### src/rtl/obi_sram_shim.sv
// obi_sram_shim: terminating OBI subordinate in front of a single-port SRAM
// macro with fixed read latency. Responses are never back-pressured, so a
// plain shift pipeline of SramLatency stages tracks every accepted request
// and lines it up with the SRAM read data. Out-of-range requests bypass the
// SRAM but still occupy a pipeline slot, which keeps responses in order.

package obi_sram_shim_pkg;

   typedef struct packed {
      logic [31:0] addr;
      logic        we;
      logic [3:0]  be;
      logic [31:0] wdata;
      logic [0:0]  aid;
   } obi_a_chan_t;

   typedef struct packed {
      logic [31:0] rdata;
      logic [0:0]  rid;
      logic        err;
      logic        r_optional;
   } obi_r_chan_t;

endpackage

module obi_sram_shim #(
   parameter int unsigned DataWidth   = 32,
   parameter int unsigned AddrWidth   = 32,
   parameter int unsigned IdWidth     = 1,
   parameter int unsigned NumWords    = 1024,
   parameter int unsigned SramLatency = 1,
   parameter type obi_a_chan_t = obi_sram_shim_pkg::obi_a_chan_t,
   parameter type obi_r_chan_t = obi_sram_shim_pkg::obi_r_chan_t,
   localparam int unsigned SramAw    = $clog2(NumWords),
   localparam int unsigned BeWidth   = DataWidth / 8
) (
   input  logic                 clk_i,
   input  logic                 rst_ni,
   input  obi_a_chan_t          sbr_a_chan_i,
   input  logic                 req_i,
   output logic                 gnt_o,
   output obi_r_chan_t          sbr_r_chan_o,
   output logic                 rvalid_o,
   output logic                 sram_req_o,
   input  logic                 sram_gnt_i,
   output logic                 sram_we_o,
   output logic [SramAw-1:0]    sram_addr_o,
   output logic [DataWidth-1:0] sram_wdata_o,
   output logic [BeWidth-1:0]   sram_be_o,
   input  logic [DataWidth-1:0] sram_rdata_i
);

   localparam int unsigned AddrLsb = $clog2(BeWidth);
   localparam logic [AddrWidth-1:0] LsbMask = AddrWidth'((64'd1 << AddrLsb) - 64'd1);

   logic [AddrWidth-1:0] word;
   logic                 oor;
   logic                 accept;
   logic                 unused_addr_lsb;

   // Pipeline stage state: {valid, rid, err, we} per stage, stage 0 is youngest
   logic [SramLatency-1:0]              valid_q, valid_d;
   logic [SramLatency-1:0][IdWidth-1:0] rid_q,   rid_d;
   logic [SramLatency-1:0]              err_q,   err_d;
   logic [SramLatency-1:0]              we_q,    we_d;

   logic              out_valid;
   logic [IdWidth-1:0] out_rid;
   logic              out_err;
   logic              out_we;

   // Address decode: byte address to word index plus range check
   always_comb begin
      word = sbr_a_chan_i.addr >> AddrLsb;
      oor  = (64'(word) >= 64'(NumWords));
   end

   // Byte-offset bits carry no information for a word-wide SRAM
   assign unused_addr_lsb = ^(sbr_a_chan_i.addr & LsbMask);

   // Request path: out-of-range requests are granted without touching the SRAM
   always_comb begin
      sram_req_o   = req_i & ~oor;
      gnt_o        = req_i & (oor | sram_gnt_i);
      accept       = req_i & gnt_o;
      sram_we_o    = sbr_a_chan_i.we;
      sram_addr_o  = word[SramAw-1:0];
      sram_wdata_o = sbr_a_chan_i.wdata;
      sram_be_o    = sbr_a_chan_i.be;
   end

   // Next-state of the response pipeline; it advances unconditionally
   always_comb begin
      valid_d    = valid_q;
      rid_d      = rid_q;
      err_d      = err_q;
      we_d       = we_q;
      valid_d[0] = accept;
      rid_d[0]   = sbr_a_chan_i.aid;
      err_d[0]   = oor;
      we_d[0]    = sbr_a_chan_i.we;
      for (int i = 1; i < int'(SramLatency); i++) begin
         valid_d[i] = valid_q[i-1];
         rid_d[i]   = rid_q[i-1];
         err_d[i]   = err_q[i-1];
         we_d[i]    = we_q[i-1];
      end
   end

   // Pipeline registers; reset drops anything still in flight
   always_ff @(posedge clk_i or negedge rst_ni) begin
      if (!rst_ni) begin
         valid_q <= '0;
         rid_q   <= '0;
         err_q   <= '0;
         we_q    <= '0;
      end else begin
         valid_q <= valid_d;
         rid_q   <= rid_d;
         err_q   <= err_d;
         we_q    <= we_d;
      end
   end

   // Response from the oldest stage; rdata is only forwarded for good reads
   always_comb begin
      out_valid          = valid_q[SramLatency-1];
      out_rid            = rid_q[SramLatency-1];
      out_err            = err_q[SramLatency-1];
      out_we             = we_q[SramLatency-1];
      rvalid_o           = out_valid;
      sbr_r_chan_o       = '0;
      sbr_r_chan_o.rid   = out_rid;
      sbr_r_chan_o.err   = out_err;
      sbr_r_chan_o.rdata = (out_valid & ~out_we & ~out_err) ? sram_rdata_i : '0;
   end

   // A stalled request must hold its payload until it is granted
   assert property (@(posedge clk_i) disable iff (!rst_ni)
      (req_i && !gnt_o) |=> (req_i && $stable(sbr_a_chan_i)));

   if (SramLatency == 1) begin : g_inflight_chk
      // Single-stage pipeline can never hold more than one response
      assert property (@(posedge clk_i) disable iff (!rst_ni)
         $countones(valid_q) <= SramLatency);
   end

endmodule

### config.mk
export PLATFORM = sky130hd
export DESIGN_NAME = obi_sram_shim
export DESIGN_NICKNAME = d
export VERILOG_FILES = /design/src/rtl/obi_sram_shim.sv
export SDC_FILE = /design/constraint.sdc
export NUM_CORES = 1
export LEC_CHECK = 0
export CAP_MARGIN = 10
export CORE_UTILIZATION = 15
export CTS_BUF_LIST = sky130_fd_sc_hd__clkbuf_8
export CTS_CLUSTER_SIZE = 14
export DETAILED_ROUTE_END_ITERATION = 7
export PLACE_DENSITY = 0.78
export RECOVER_POWER = 50
export SETUP_SLACK_MARGIN = 0.2
export SYNTH_ARGS = -nofsm -noshare
export SYNTH_HDL_FRONTEND = slang
export SYNTH_SLANG_ARGS = --single-unit
### constraint.sdc
create_clock -name clk_i -period 1 [get_ports clk_i]
set_input_delay 0.1 -clock clk_i [delete_from_list [all_inputs] [get_ports clk_i]]
set_output_delay 0.1 -clock clk_i [all_outputs]
set_load 0.005 [all_outputs]
==> reports/results.txt, run 1 <==
Post-place setup slack: -858 ps
Synth area leader: buf_4
Slowest stage delay, CP: 380 ps
RSZ-0062 raised after global routing: yes
WL/cell: 11.9 um
Synth Cell Area: 771 um^2
Tcrit/Tclk final: 145%
Share of layout cells above drive strength 1: 70.9%
Vias: 854
Peak VDD IR: 0.282 mV
Maxcap violations: 0
Chip Width: 73.7 um
Layout area overhead: 143%
Post-synthesis async set-or-reset flop share: 100%
First-pass GRT wire length: 3530 um
Kind of critical path: reg -> out
Final Cell Area: 1870 um^2
Final nets: 273
Commonest cells post-synth: buf_4, and2_1, nor4_1, dfrtp_1, clkbuf_2
Warnings from Yosys: 0
CTS root buffer: clkbuf_8
Worst Setup Slack, final: -452 ps
Port bufs: 95
Fillers: 478
Initial antenna violation count: 0
Vias per cell: 3.68
Pre-antenna DRT Iters: 2
CP Buf/Inv Count: 3
Worst Path Max Fanout: 8
Worst hold slack: 87.2 ps
Hold Crit Class: in -> async
Die height: 73.7 um
IO Count: 191
Clock buffer depth: 2
CP cell instances: nor3b_4 > buf_6 > clkbuf_16 > and2_4 > buf_6
Top_reg_cell synth: dfrtp_1
CTS tree: done
Final setup fails: 37
Initial detailed-routing violation count: 7
GRT Overall Usage: 8.54%
Required time worst endpoint: 900 ps
H-Tree Depth: 1
EDFF count, synth: 0
Leakage: 0.000830 uW
Final cell count without fillers: 232
Die ar.: 5430 um^2
Crit path from: out_we$_DFF_PN0_
Final Wtd Congestion: 0.582
Top cells by area, synth: buf_4, and2_1, dfrtp_1, nor4_1, clkbuf_2
Row Count: 25
TNS Setup: -14280 ps
Crit path capture: sbr_r_chan_o[13]
Delay-heaviest family, CP: flip-flops
Clock transition at the registers of the reported paths: 30 ps
Max Clk Rate: 0.689 GHz
Worst setup EP type: primary output
Synth Register Bits: 4
WP data arrival: 1350 ps
Core area: 4850 um^2
Detailed-route DRC error count: 0
Number of diodes: 0
Routed Antenna Nets: 0
Failing checks: negative setup slack
DP Area: 1510 um^2
Final period demand of the worst path: 1450 ps
Synth top area share: 48.7%
Yosys cell types: 13
Slew Viols, Final: 0
Hold Vio Cnt, Final: 0
Sink Count: 4
Number of global-route vias before repair: 775
Syn Inst Count: 102
Sequential area share after synthesis: 13.0%
Num CTS Buffers: 3
Initial core utilization: 15.9%
PwrDens: 424 nW/um^2
Cells after DPL: 217
CP startpoint kind: flop
WP depth: 5
Syn_nets: 208
Cts hold-fix bufs: 0
Post-detailed-routing wire length: 2760 um
Avg Cell Area, Syn: 7.56 um^2
Largest net degree at the start of global routing: 17
CP most frequent cell: buf_6
Outcome: finished, violations left
Most numerous cell in the Yosys netlist: buf_4
Max stage delay cell, worst path: dfrtp_1
GR Overflow Total: 0
layout by cell type, fill, tap and decap left out:
| master | count |
|---|---|
| nor4_4 | 5 |
| clkdlybuf4s15_1 | 3 |
| buf_2 | 10 |
| or2_1 | 1 |
| buf_12 | 1 |
| clkbuf_2 | 1 |
| buf_16 | 1 |
| conb_1 | 1 |
| clkbuf_8 | 3 |
| nand2_2 | 1 |
| nand3_2 | 1 |
| nor3_2 | 1 |
| dlygate4sd2_1 | 1 |
| o31a_1 | 1 |
| buf_4 | 4 |
| nor3b_4 | 1 |
| buf_6 | 54 |
| dfrtp_1 | 4 |
| clkbuf_16 | 2 |
| and2_4 | 32 |
| clkdlybuf4s50_1 | 36 |
| inv_1 | 1 |
state kept, by name, indices dropped and copies added (netlist names):
signal,flops
err_q,1
out_rid,1
out_we,1
rvalid_o,1
how the worst min path moves through the flow:
stage,startpoint,endpoint,cells past startpoint
3_3_place_gp,sbr_a_chan_i[43],sram_addr_o[3],0
4_1_cts,rst_ni,rvalid_o$_DFF_PN0_,1
5_1_grt,rst_ni,out_we$_DFF_PN0_,1
3_5_place_dp,sbr_a_chan_i[43],sram_addr_o[3],0
2_1_floorplan,rst_ni,err_q$_DFF_PN0_,0
6_report,rst_ni,rvalid_o$_DFF_PN0_,1
kinds of logic (layout without fill, tap and decap cells):
| logic type | Yosys count | count (layout) | synth area share (%) |
|---|---|---|---|
| flip-flops | 4 | 4 | 13.0 |
| AND/OR/NAND/NOR | 42 | 42 | 34.3 |
| other | 1 | 1 | 0.487 |
| AO/OA/AOI/OAI | 1 | 1 | 1.14 |
| buffers and inverters | 54 | 117 | 51.1 |
routing by layer:
| layer | routed length, um | up-vias | share of wire, % | track usage [%] |
|---|---|---|---|---|
| li1 | - | 392 | - | - |
| met1 | 820 | 369 | 30 | 7.59 |
| met2 | 1440 | 81 | 52 | 14.7 |
| met3 | 455 | 12 | 16 | 5.21 |
| met4 | 42 | 0 | 1.5 | 5.13 |
| met5 | 0 | - | 0 | 0 |
area by class of cell:
cell class,instances,area (um^2),share of cell area [%]
Sequential cell,4,100,5.35
Inverter,1,3.75,0.201
Multi-Input combinational cell,44,450,24.1
Timing Repair Buffer,113,1190,63.7
Tap cell,67,83.8,4.48
Clock buffer,3,41.3,2.21
per-stage QoR:
stage,utilization (%),power (uW)
2_1_floorplan,-,345
3_3_place_gp,31.2,445
3_5_place_dp,31.2,447
4_1_cts,32.7,787
5_1_grt,38.6,843
6_report,38.6,792
where the power goes:
group	total, uW	switching, uW	internal [uW]
Clock	332	75.6	256
Combinational	287	71.7	215
Sequential	173	3.79	169
Total	792	151	641
what timing repair did:
item                                    CTS  global route
pin swaps                                11            41
endpoints found under the setup margin   40            39
gates resized for setup                 222            92
buffers inserted                          9             0
hold endpoints to repair                  0             0
cloned                                    1             2
Note: power is estimated with default switching activity, not from simulation.
==> run 2, diff against run 1 <==
Settings changed: ABC_AREA set to 0, CAP_MARGIN 10 to not set.
==> results of run 2 <==
Final layout, timing and power as in run 1 (identical DEF).
